$ cat config.mk
export PLATFORM = sky130hd
export DESIGN_NAME = fetch_stage
export DESIGN_NICKNAME = d
export VERILOG_FILES = /design/src/rtl/fetch_stage_pkg.sv /design/src/rtl/fetch_skid_buf.sv /design/src/rtl/fetch_stage.sv
export SDC_FILE = /design/constraint.sdc
export NUM_CORES = 1
export LEC_CHECK = 0
export ABC_AREA = 0
export BUFFER_PORTS_ARGS = -buffer_cell sky130_fd_sc_hd__clkbuf_2
export CAP_MARGIN = 30
export CORE_MARGIN = 4
export CORE_UTILIZATION = 35
export CTS_BUF_LIST = sky130_fd_sc_hd__clkbuf_8
export CTS_CLUSTER_DIAMETER = 200
export CTS_CLUSTER_SIZE = 40
export DETAILED_ROUTE_END_ITERATION = 8
export GPL_ROUTABILITY_DRIVEN = 0
export PLACE_DENSITY_LB_ADDON = 0.2
export SETUP_SLACK_MARGIN = 0.4
export SLEW_MARGIN = 10
export SYNTH_ARGS = -nofsm -noshare
export SYNTH_HDL_FRONTEND = slang
export SYNTH_SLANG_ARGS = --single-unit
$ cat constraint.sdc
create_clock -name clk_i -period 2.3 [get_ports clk_i]
set_input_delay 0.345 -clock clk_i [delete_from_list [all_inputs] [get_ports clk_i]]
set_output_delay 0.345 -clock clk_i [all_outputs]
set_load 0.1 [all_outputs]
$ cat src/rtl/fetch_stage_pkg.sv
// Shared definitions for the instruction-fetch stage.
// Contents: default datapath width, fetch FSM state type, NOP encoding and PC increment.
package fetch_stage_pkg;

    localparam int unsigned DEFAULT_DATA_WIDTH = 32;

    // addi x0, x0, 0
    localparam logic [31:0] INSTR_NOP = 32'h0000_0013;

    localparam int unsigned PC_INCR = 4;

    typedef enum logic [1:0] {
        StIdle,  // no request outstanding
        StWait,  // one request outstanding
        StHold   // response parked in the skid buffer
    } fetch_state_e;

endpackage

$ cat src/rtl/fetch_skid_buf.sv
// One-entry {pc, instr} holding register used when a memory response returns while the
// fetch output register is still occupied.
// Ports:
//   clk_i, rst_i               clock, synchronous active-high reset
//   flush_i                    drop the held entry (wins over everything else)
//   in_valid_i/in_ready_o      upstream handshake, in_pc_i/in_instr_i payload
//   out_valid_o/out_ready_i    downstream handshake, out_pc_o/out_instr_o payload
module fetch_skid_buf
    import fetch_stage_pkg::*;
#(
    parameter int unsigned DATA_WIDTH = DEFAULT_DATA_WIDTH
) (
    input  logic                  clk_i,
    input  logic                  rst_i,
    input  logic                  flush_i,
    input  logic                  in_valid_i,
    output logic                  in_ready_o,
    input  logic [DATA_WIDTH-1:0] in_pc_i,
    input  logic [DATA_WIDTH-1:0] in_instr_i,
    output logic                  out_valid_o,
    input  logic                  out_ready_i,
    output logic [DATA_WIDTH-1:0] out_pc_o,
    output logic [DATA_WIDTH-1:0] out_instr_o
);

    logic                  valid_q, valid_d;
    logic [DATA_WIDTH-1:0] pc_q, instr_q;
    logic                  push;

    // Single entry: accept only when empty, so push and pop never coincide.
    assign in_ready_o  = !valid_q;
    assign push        = in_valid_i && in_ready_o && !flush_i;
    assign out_valid_o = valid_q;
    assign out_pc_o    = pc_q;
    assign out_instr_o = instr_q;

    always_comb begin
        valid_d = valid_q;
        if (flush_i) begin
            valid_d = 1'b0;
        end else if (push) begin
            valid_d = 1'b1;
        end else if (valid_q && out_ready_i) begin
            valid_d = 1'b0;
        end
    end

    always_ff @(posedge clk_i) begin
        if (rst_i) begin
            valid_q <= 1'b0;
            pc_q    <= '0;
            instr_q <= '0;
        end else begin
            valid_q <= valid_d;
            if (push) begin
                pc_q    <= in_pc_i;
                instr_q <= in_instr_i;
            end
        end
    end

endmodule

$ cat src/rtl/fetch_stage.sv
// Instruction-fetch stage: owns the PC, issues word reads to instruction memory (at most one
// outstanding), and presents {pc, pc+4, instr} to decode over a valid/ready handshake.
// Redirects from execute squash wrong-path fetches.
// Optional feature macro: FETCH_MISALIGN_TRAP_EN -- a misaligned redirect target presents a
// NOP bundle flagged by if_misalign_o and halts fetch until the next redirect. When undefined
// the target is word-aligned and if_misalign_o is constant 0.
// Ports:
//   clk_i, rst_i                      clock, synchronous active-high reset
//   imem_req_o, imem_addr_o           read request pulse and byte address
//   imem_rvalid_i, imem_rdata_i       read response
//   redirect_i, redirect_pc_i         execute redirect and its target
//   if_valid_o, id_ready_i            output handshake to decode
//   if_pc_o, if_pc_plus4_o, if_instr_o, if_misalign_o   output bundle
module fetch_stage
    import fetch_stage_pkg::*;
#(
    parameter int unsigned          DATA_WIDTH = DEFAULT_DATA_WIDTH,
    parameter logic [DATA_WIDTH-1:0] RESET_PC  = '0
) (
    input  logic                  clk_i,
    input  logic                  rst_i,
    output logic                  imem_req_o,
    output logic [DATA_WIDTH-1:0] imem_addr_o,
    input  logic                  imem_rvalid_i,
    input  logic [DATA_WIDTH-1:0] imem_rdata_i,
    input  logic                  redirect_i,
    input  logic [DATA_WIDTH-1:0] redirect_pc_i,
    output logic                  if_valid_o,
    input  logic                  id_ready_i,
    output logic [DATA_WIDTH-1:0] if_pc_o,
    output logic [DATA_WIDTH-1:0] if_pc_plus4_o,
    output logic [DATA_WIDTH-1:0] if_instr_o,
    output logic                  if_misalign_o
);

    localparam logic [DATA_WIDTH-1:0] Incr = DATA_WIDTH'(PC_INCR);

    fetch_state_e          state_q, state_d;
    // In StWait pc_q is the address of the outstanding request; otherwise the next to fetch.
    logic [DATA_WIDTH-1:0] pc_q, pc_d, pc_next;
    logic                  kill_q, kill_d;

    logic                  out_valid_q, out_valid_d;
    logic [DATA_WIDTH-1:0] out_pc_q, out_pc_d;
    logic [DATA_WIDTH-1:0] out_pc4_q, out_pc4_d;
    logic [DATA_WIDTH-1:0] out_instr_q, out_instr_d;
    logic                  out_mis_q, out_mis_d;

    logic [DATA_WIDTH-1:0] redirect_target;
    logic                  redirect_trap;
    logic                  halt;

    logic                  out_free;
    logic                  rsp_ok;
    logic                  skid_in_valid, skid_in_ready;
    logic                  skid_valid;
    logic [DATA_WIDTH-1:0] skid_pc, skid_instr;

    assign pc_next = pc_q + Incr;

`ifdef FETCH_MISALIGN_TRAP_EN
    logic halt_q;

    assign redirect_target = redirect_pc_i;
    assign redirect_trap   = redirect_i && (redirect_pc_i[1:0] != 2'b00);
    assign halt            = halt_q;

    // Set by a trapping redirect, cleared by any later redirect.
    always_ff @(posedge clk_i) begin
        if (rst_i) begin
            halt_q <= 1'b0;
        end else if (redirect_i) begin
            halt_q <= redirect_trap;
        end
    end
`else
    assign redirect_target = redirect_pc_i & ~DATA_WIDTH'(3);
    assign redirect_trap   = 1'b0;
    assign halt            = 1'b0;
`endif

    // The output register can take new data when empty or being consumed this cycle.
    assign out_free = !out_valid_q || id_ready_i;
    // A response that is on the correct path and not squashed by a coincident redirect.
    assign rsp_ok   = (state_q == StWait) && imem_rvalid_i && !kill_q && !redirect_i;
    assign skid_in_valid = rsp_ok && !out_free && skid_in_ready;

    fetch_skid_buf #(
        .DATA_WIDTH(DATA_WIDTH)
    ) u_skid (
        .clk_i      (clk_i),
        .rst_i      (rst_i),
        .flush_i    (redirect_i),
        .in_valid_i (skid_in_valid),
        .in_ready_o (skid_in_ready),
        .in_pc_i    (pc_q),
        .in_instr_i (imem_rdata_i),
        .out_valid_o(skid_valid),
        .out_ready_i(out_free),
        .out_pc_o   (skid_pc),
        .out_instr_o(skid_instr)
    );

    // State register.
    always_ff @(posedge clk_i) begin
        if (rst_i) begin
            state_q <= StIdle;
            pc_q    <= RESET_PC;
            kill_q  <= 1'b0;
        end else begin
            state_q <= state_d;
            pc_q    <= pc_d;
            kill_q  <= kill_d;
        end
    end

    // Next-state logic: FSM, PC and kill flag.
    always_comb begin
        state_d = state_q;
        pc_d    = pc_q;
        kill_d  = kill_q;
        if (redirect_i) begin
            pc_d = redirect_target;
            if ((state_q == StWait) && !imem_rvalid_i) begin
                // Wrong-path response still in flight: wait for it and discard it.
                kill_d = 1'b1;
            end else begin
                state_d = StIdle;
                kill_d  = 1'b0;
            end
        end else begin
            unique case (state_q)
                StIdle: begin
                    if (!halt) begin
                        state_d = StWait;
                    end
                end
                StWait: begin
                    if (imem_rvalid_i) begin
                        if (kill_q) begin
                            kill_d  = 1'b0;
                            state_d = StIdle;
                        end else begin
                            pc_d = pc_next;
                            if (!out_free) begin
                                state_d = StHold;
                            end
                        end
                    end
                end
                StHold: begin
                    if (out_free) begin
                        state_d = StIdle;
                    end
                end
                default: state_d = StIdle;
            endcase
        end
    end

    // Output logic: memory request.
    always_comb begin
        imem_req_o  = 1'b0;
        imem_addr_o = '0;
        if (!rst_i && !redirect_i) begin
            unique case (state_q)
                StIdle: begin
                    if (!halt) begin
                        imem_req_o  = 1'b1;
                        imem_addr_o = pc_q;
                    end
                end
                StWait: begin
                    // Back-to-back: next request in the same cycle the response is accepted.
                    if (imem_rvalid_i && !kill_q && out_free) begin
                        imem_req_o  = 1'b1;
                        imem_addr_o = pc_next;
                    end
                end
                default: ;
            endcase
        end
    end

    // Output register next state.
    always_comb begin
        out_valid_d = out_valid_q;
        out_pc_d    = out_pc_q;
        out_pc4_d   = out_pc4_q;
        out_instr_d = out_instr_q;
        out_mis_d   = out_mis_q;
        if (redirect_i) begin
            out_valid_d = redirect_trap;
            out_mis_d   = redirect_trap;
            if (redirect_trap) begin
                out_pc_d    = redirect_target;
                out_pc4_d   = redirect_target + Incr;
                out_instr_d = INSTR_NOP;
            end
        end else if (out_free) begin
            if (skid_valid) begin
                out_valid_d = 1'b1;
                out_pc_d    = skid_pc;
                out_pc4_d   = skid_pc + Incr;
                out_instr_d = skid_instr;
                out_mis_d   = 1'b0;
            end else if (rsp_ok) begin
                out_valid_d = 1'b1;
                out_pc_d    = pc_q;
                out_pc4_d   = pc_next;
                out_instr_d = imem_rdata_i;
                out_mis_d   = 1'b0;
            end else begin
                out_valid_d = 1'b0;
                out_mis_d   = 1'b0;
            end
        end
    end

    always_ff @(posedge clk_i) begin
        if (rst_i) begin
            out_valid_q <= 1'b0;
            out_pc_q    <= '0;
            out_pc4_q   <= '0;
            out_instr_q <= '0;
            out_mis_q   <= 1'b0;
        end else begin
            out_valid_q <= out_valid_d;
            out_pc_q    <= out_pc_d;
            out_pc4_q   <= out_pc4_d;
            out_instr_q <= out_instr_d;
            out_mis_q   <= out_mis_d;
        end
    end

    assign if_valid_o    = out_valid_q;
    assign if_pc_o       = out_pc_q;
    assign if_pc_plus4_o = out_pc4_q;
    assign if_instr_o    = out_instr_q;
    assign if_misalign_o = out_mis_q;

endmodule

==> results of run 1 <==
==> cell families (layout without fill, tap and decap cells) <==
logic type                 count (synthesis)  count (layout)  share of synthesized area
AOI/OAI and AO/OA                        273             273                      0.172
xor gates and xnor gates                  75              75                     0.0667
adders and majority gates                  2               2                    0.00254
buffers and inverters                    135             439                     0.0644
DFF                                      189             189                      0.384
muxes                                     79              79                     0.0803
other                                      1               7                   0.000381
and+or+nand+nor                          466             471                      0.229
==> worst min-delay path by stage <==
stage / end / slack [ps] / cells after the start
2_1_floorplan: u_skid.out_instr_o[0]$_SDFFE_PP0P_ / 440 / 2
3_3_place_gp: if_pc_plus4_o[12]$_SDFFE_PP0P_ / 440 / 2
3_5_place_dp: u_skid.out_instr_o[13]$_SDFFE_PP0P_ / 450 / 2
4_1_cts: u_skid.out_instr_o[23]$_SDFFE_PP0P_ / 50 / 3
5_1_grt: u_skid.out_instr_o[25]$_SDFFE_PP0P_ / 70 / 3
6_report: pc_q[15]$_SDFFE_PP0P_ / 70 / 3
==> layout make-up <==
type | instances | area share
repair buffers | 397 | 0.236
flip-flops and latches | 189 | 0.232
inverters | 10 | 0.00227
clock buffers | 17 | 0.0141
multi-input cells | 907 | 0.476
clock inverters | 15 | 0.0108
well taps | 378 | 0.0286
==> worst min-delay path: stages <==
cell      delay (ps)
clkbuf_2          80
nand2_1           50
a21oi_1           50
==> timing repair <==
item,in CTS,in global routing
buffers inserted,44,32
pin swaps,158,146
cloned,8,24
resized for setup,300,278
endpoints found under the setup margin,115,197
==> sequential cells by signal (all words and copies together), names as in the netlist <==
| name | cells |
|---|---|
| if_valid_o | 1 |
| if_instr_o | 32 |
| u_skid.out_instr_o | 32 |
| pc_q | 30 |
| if_pc_plus4_o | 30 |
| state_q | 2 |
| u_skid.out_valid_o | 1 |
| kill_q | 1 |
| if_pc_o | 30 |
| u_skid.out_pc_o | 30 |
==> placed cells by master, fill, tap and decap left out, types with 44 or more instances in the layout <==
master and n:
a211oi_2 57, a21oi_1 46, a21oi_2 56, buf_12 53, buf_4 108, buf_6 44
clkbuf_2 158, dfxtp_1 161, mux2i_1 79, nand2_1 126, nand2_4 56, nor2_1 55
nor2_4 79
==> synth_stat cells (all sizes together), types with 4 or more instances <==
library cell    n
a211oi         64
a21oi         112
a22o            6
a22oi          12
a311oi         11
a31oi           4
and3           15
buf            66
clkbuf         59
dfxtp         189
inv            10
mux2i          79
nand2         195
nand3          31
nand3b          6
nand4          21
nor2          142
nor3           17
nor4           10
o211ai          7
o21ai          42
or3            10
xnor2          46
xor2           29
==> layer usage <==
| layer | wire (µm) | GRT usage | vias up |
|---|---|---|---|
| met5 | 0 | 0 | - |
| met1 | 17100 | 0.300 | 5177 |
| met2 | 19100 | 0.362 | 279 |
| met4 | 732 | 0.0595 | 0 |
| li1 | - | - | 4862 |
| met3 | 2020 | 0.0355 | 40 |
==> stage by stage <==
stage          TNS [ps]  hold WS (ps)  instance area (µm²)
3_5_place_dp          0           446                12600
3_3_place_gp          0           437                12600
6_report          -8090          74.4                16600
5_1_grt          -11520          66.9                16600
4_1_cts           -8430          53.5                14700
2_1_floorplan     -2040           436                10500
==> power by group <==
group	internal, mW	switching, mW	total, mW
combinational	0.571	1.19	1.76
sequential	3.35	0.0964	3.45
clock	0.921	1.44	2.36
total	4.84	2.72	7.57
==> metrics, run 1 <==
drt drc=0; # rows=61; gr ovfl total=0; CP Capture Type=primary output; full die area=30900 µm²; Max FO, Critical Path=8; area leader, netlist=dfxtp_1; initial core utilization=0.355; count of different cell masters after synthesis=63; Seq/Total Area, Yosys=0.384; max-slew violation count=0; clk_lat worst skew=480 ps; layout cells sized above 1=0.549; final net count=about 1600; pre-CTS setup slack=between 40 and 50 ps; diode count=0; number of global-route vias before repair=~9500; Core Area=27800 µm²; Mapped Cells=between 1000 and 1500; Worst Reg-to-Reg Cells=12; Max Freq=between 0.3 and 0.4 GHz; drt initial violations=741; RSZ-0062 raised after global routing=true; area grow syn2layout=68.1%; initial antenna violation count=0; Num CTS Buffers=17; clock slew at reported path FFs=about 120 ps; synthesized cell area=approximately 9800 µm²; Die H=approximately 180 µm; status=finished, violations left; DIE WIDTH=about 180 µm; CP Launch Type=flop; num ports=200; routed vias=roughly 10000; Area contributors post-synth=dfxtp_1 (38%), mux2i_1 (8.0%), nand2_1 (7.4%); Fill cells=around 2400; pin count of the biggest net entering global routing=110; final WL=39000 µm; Max-Cap Viols=0; WP data required=approximately 2000 ps; CTS root buf=clkbuf_8; Synth top area share=0.384; Max transition margin=0.546; hold_sp=redirect_pc_i[15]; dpl cells=1773; Crit. path cell count=8; clk sinks=about 190; Async S/R FF share, synth=0; area of the multi-input gates=7880 µm²; VDD IR max=approximately 330 µV; Non-Filler Instances=approximately 1900; max incr delay on CP=roughly 400 ps; CP Cell Sequence=nand4_1 > nor4_4 > buf_6 > nand2_4 > nor2_4 > a21oi_2 > a311oi_4 > buf_12; post-route clock period utilization=1.16; Pre-Repair DR Iteration Count=5; number of I/O port buffers=190; worst hold path class=in -> reg; final hold violations=0; first-pass GRT wire length=about 54000 µm; final worst path period need=2660 ps; post-layout util=0.596; P_leak=a little over 6 nW; worst-case clock buffer depth=2; Setup Viol. Count Final=31; CP bufs+invs=2; failing checks=setup timing; Worst Setup SP=pc_q[2]$_SDFFE_PP0P_; post-DP HPWL=approximately 22000 µm; CP delay by family, top=simple AND/OR/NAND/NOR gates; #FFs+latches synth=189; crit path kind=reg -> out; Setup crit end=imem_addr_o[27]; Power per Cell Area=around 460 nW/µm²; post-detailed-route count of antenna-violating nets=0; worst r2r src=kill_q$_SDFFE_PP0P_; WL/cell=between 20 and 25 µm; Syn. warnings=0; Final Worst Setup Slack=-362 ps; Seq. cell area=around 3800 µm²; number of enable flip-flop cells after synthesis=0; internal reg-to-reg setup slack=roughly 230 ps; CTS tree=yes; Design Power=approximately 7.6 mW; Post-synth top flop=dfxtp_1; Total GRT Usage=0.220; Slowest-stage cell, CP=dfxtp_4; Critical Path AT=2320 ps; mean area per synthesized cell=8.07 µm²; capturing point of the worst reg2reg path=if_instr_o[14]$_SDFFE_PP0P_; htree depth=4; hold_buf cts=0; skew final=around 27 ps; Vias/cell=~5.4; Worst-Margin Slew=680 ps
(Power assumes the default switching activity.)
==> run 2: changes to the inputs <==
CORE_UTILIZATION = 45   (was 35)
==> metrics, run 2 (same netlist as run 1, synthesis figures left out) <==
status=finished, violations left; failing checks=setup timing; initial antenna violation count=0 (unchanged); CTS root buf=clkbuf_8; skew final=20.0 ps (-6.77 ps); routed vias=10729 (+3.6%); pin count of the biggest net entering global routing=94 (-15%); Max-Cap Viols=0 (unchanged); Critical Path AT=2470 ps (+150 ps); number of I/O port buffers=190 (unchanged); gr ovfl total=0 (unchanged); clk_lat worst skew=490 ps (about the same); post-detailed-route count of antenna-violating nets=0 (unchanged); Max Freq=0.355 GHz (-5.4%); area grow syn2layout=62.7%; most common cell after layout, fill and taps aside=nand2_1; Total GRT Usage=0.297 (+0.0777); Final Cell Area=16000 µm² (-3.3%); final net count=1602 (+0.56%); layout cells sized above 1=0.477 (-0.0719); hold_buf cts=0 (unchanged); max-slew violation count=0 (unchanged); Pre-Repair DR Iteration Count=6 (+1); worst-case clock buffer depth=2 (unchanged); WL/cell=22.2 µm (+9.0%); CP Capture Type=primary output; final WL=40400 µm (+3.7%); DP Area=12400 µm² (-1.4%); CP bufs+invs=4 (+2); internal reg-to-reg setup slack=-110 ps (-340 ps); Die H=156 µm (-11%); CTS tree=yes; RSZ-0062 raised after global routing=true; num ports=200 (unchanged); crit path kind=reg -> out; Max FO, Critical Path=5 (-3); Worst-Margin Slew=638 ps (-42.1 ps); CP Cell Sequence=nand4_1 > nor4_4 > buf_4 > clkbuf_16 > buf_6 > and2_4 > o21ai_0 > nand2_1 > a21oi_4 > buf_12; dpl cells=1667 (-6.0%); drt drc=0 (unchanged); P_leak=5.87 nW (-3.4%); Final Worst Setup Slack=-514 ps (-152 ps); number of global-route vias before repair=10296 (+8.0%); final hold violations=0 (unchanged); Design Power=7.82 mW (+3.3%); Setup Viol. Count Final=100 (+220%); Slowest-stage cell, CP=dfxtp_4; Power per Cell Area=488 nW/µm² (+6.8%); Num CTS Buffers=17 (unchanged); worst hold margin=69.4 ps (-4.99 ps); initial core utilization=0.463 (+0.108); Core Area=21300 µm² (-23%); diode count=0 (unchanged); post-layout util=0.753 (+0.157); Vias/cell=5.90 (+8.9%); post-route clock period utilization=1.22 (+0.0661); Max transition margin=0.574 (+0.0280); worst hold path class=in -> reg; full die area=24300 µm² (-21%); post-DP HPWL=20900 µm (-5.7%); # rows=53 (-13%); htree depth=4 (unchanged); DIE WIDTH=156 µm (-11%); max incr delay on CP=380 ps (-20 ps); clk sinks=189 (unchanged); WP data required=1960 ps (about the same); clock slew at reported path FFs=120 ps (about the same); VDD IR max=412 µV (+26%); drt initial violations=1029 (+39%); highest-count cells in the layout ignoring fill and taps=nand2_1 (173), dfxtp_1 (170), clkbuf_2 (158), buf_4 (113), a21oi_1 (91); first-pass GRT wire length=57100 µm (+6.3%); CP Launch Type=flop; CP delay by family, top=buffers and inverters; final worst path period need=2810 ps (+152 ps); Non-Filler Instances=1819 (-4.9%)
-- run 2: final cells by class --
class / instances / area, µm²
Clock buffer: 17 / 234
Fill cell: 1358 / 5270
Sequential cell: 189 / 3830
Inverter: 10 / 37.5
Timing Repair Buffer: 408 / 4100
Clock inverter: 15 / 225
Multi-Input combinational cell: 905 / 7250
Tap cell: 275 / 344
-- run 2: power by group --
part           switching [mW]  internal (mW)
logic                    1.21          0.597
clock network            1.43           1.14
registers              0.0894           3.35
-- run 2: routing by layer --
layer | track usage | routed length [µm]
met1 | 0.381 | 15900
met2 | 0.494 | 19600
met3 | 0.0571 | 3110
met4 | 0.120 | 1870
met5 | 0 | 0
-- run 2: worst paths after layout --
path / from / cells after the start / endpoint
hold reg to reg: if_pc_plus4_o[2]$_SDFFE_PP0P_ / 2 / if_pc_plus4_o[2]$_SDFFE_PP0P_
setup reg to reg: kill_q$_SDFFE_PP0P_ / 13 / if_pc_plus4_o[27]$_SDFFE_PP0P_
hold / removal: imem_rdata_i[13] / 3 / u_skid.out_instr_o[13]$_SDFFE_PP0P_
setup / recovery: pc_q[2]$_SDFFE_PP0P_ / 10 / imem_addr_o[17]
-- run 2: timing repair --
action | CTS | global route
pin swaps | 94 | 77
buffers inserted | 49 | 40
resized for setup | 287 | 120
cloned | 26 | 5
endpoints found under the setup margin | 187 | 166
-- run 2: tightest hold or removal path, stage by stage --
cell and delay [ps]:
clkbuf_2 90, nand2_1 50, a21oi_1 50
-- run 2: through the flow --
step                      setup slack, ps  TNS [ps]
after floorplan                      -292     -2040
after global placement               1.87         0
after detailed placement            -18.2     -34.3
after CTS                            -458     -8760
after global routing                 -613    -21490
final                                -514    -14220
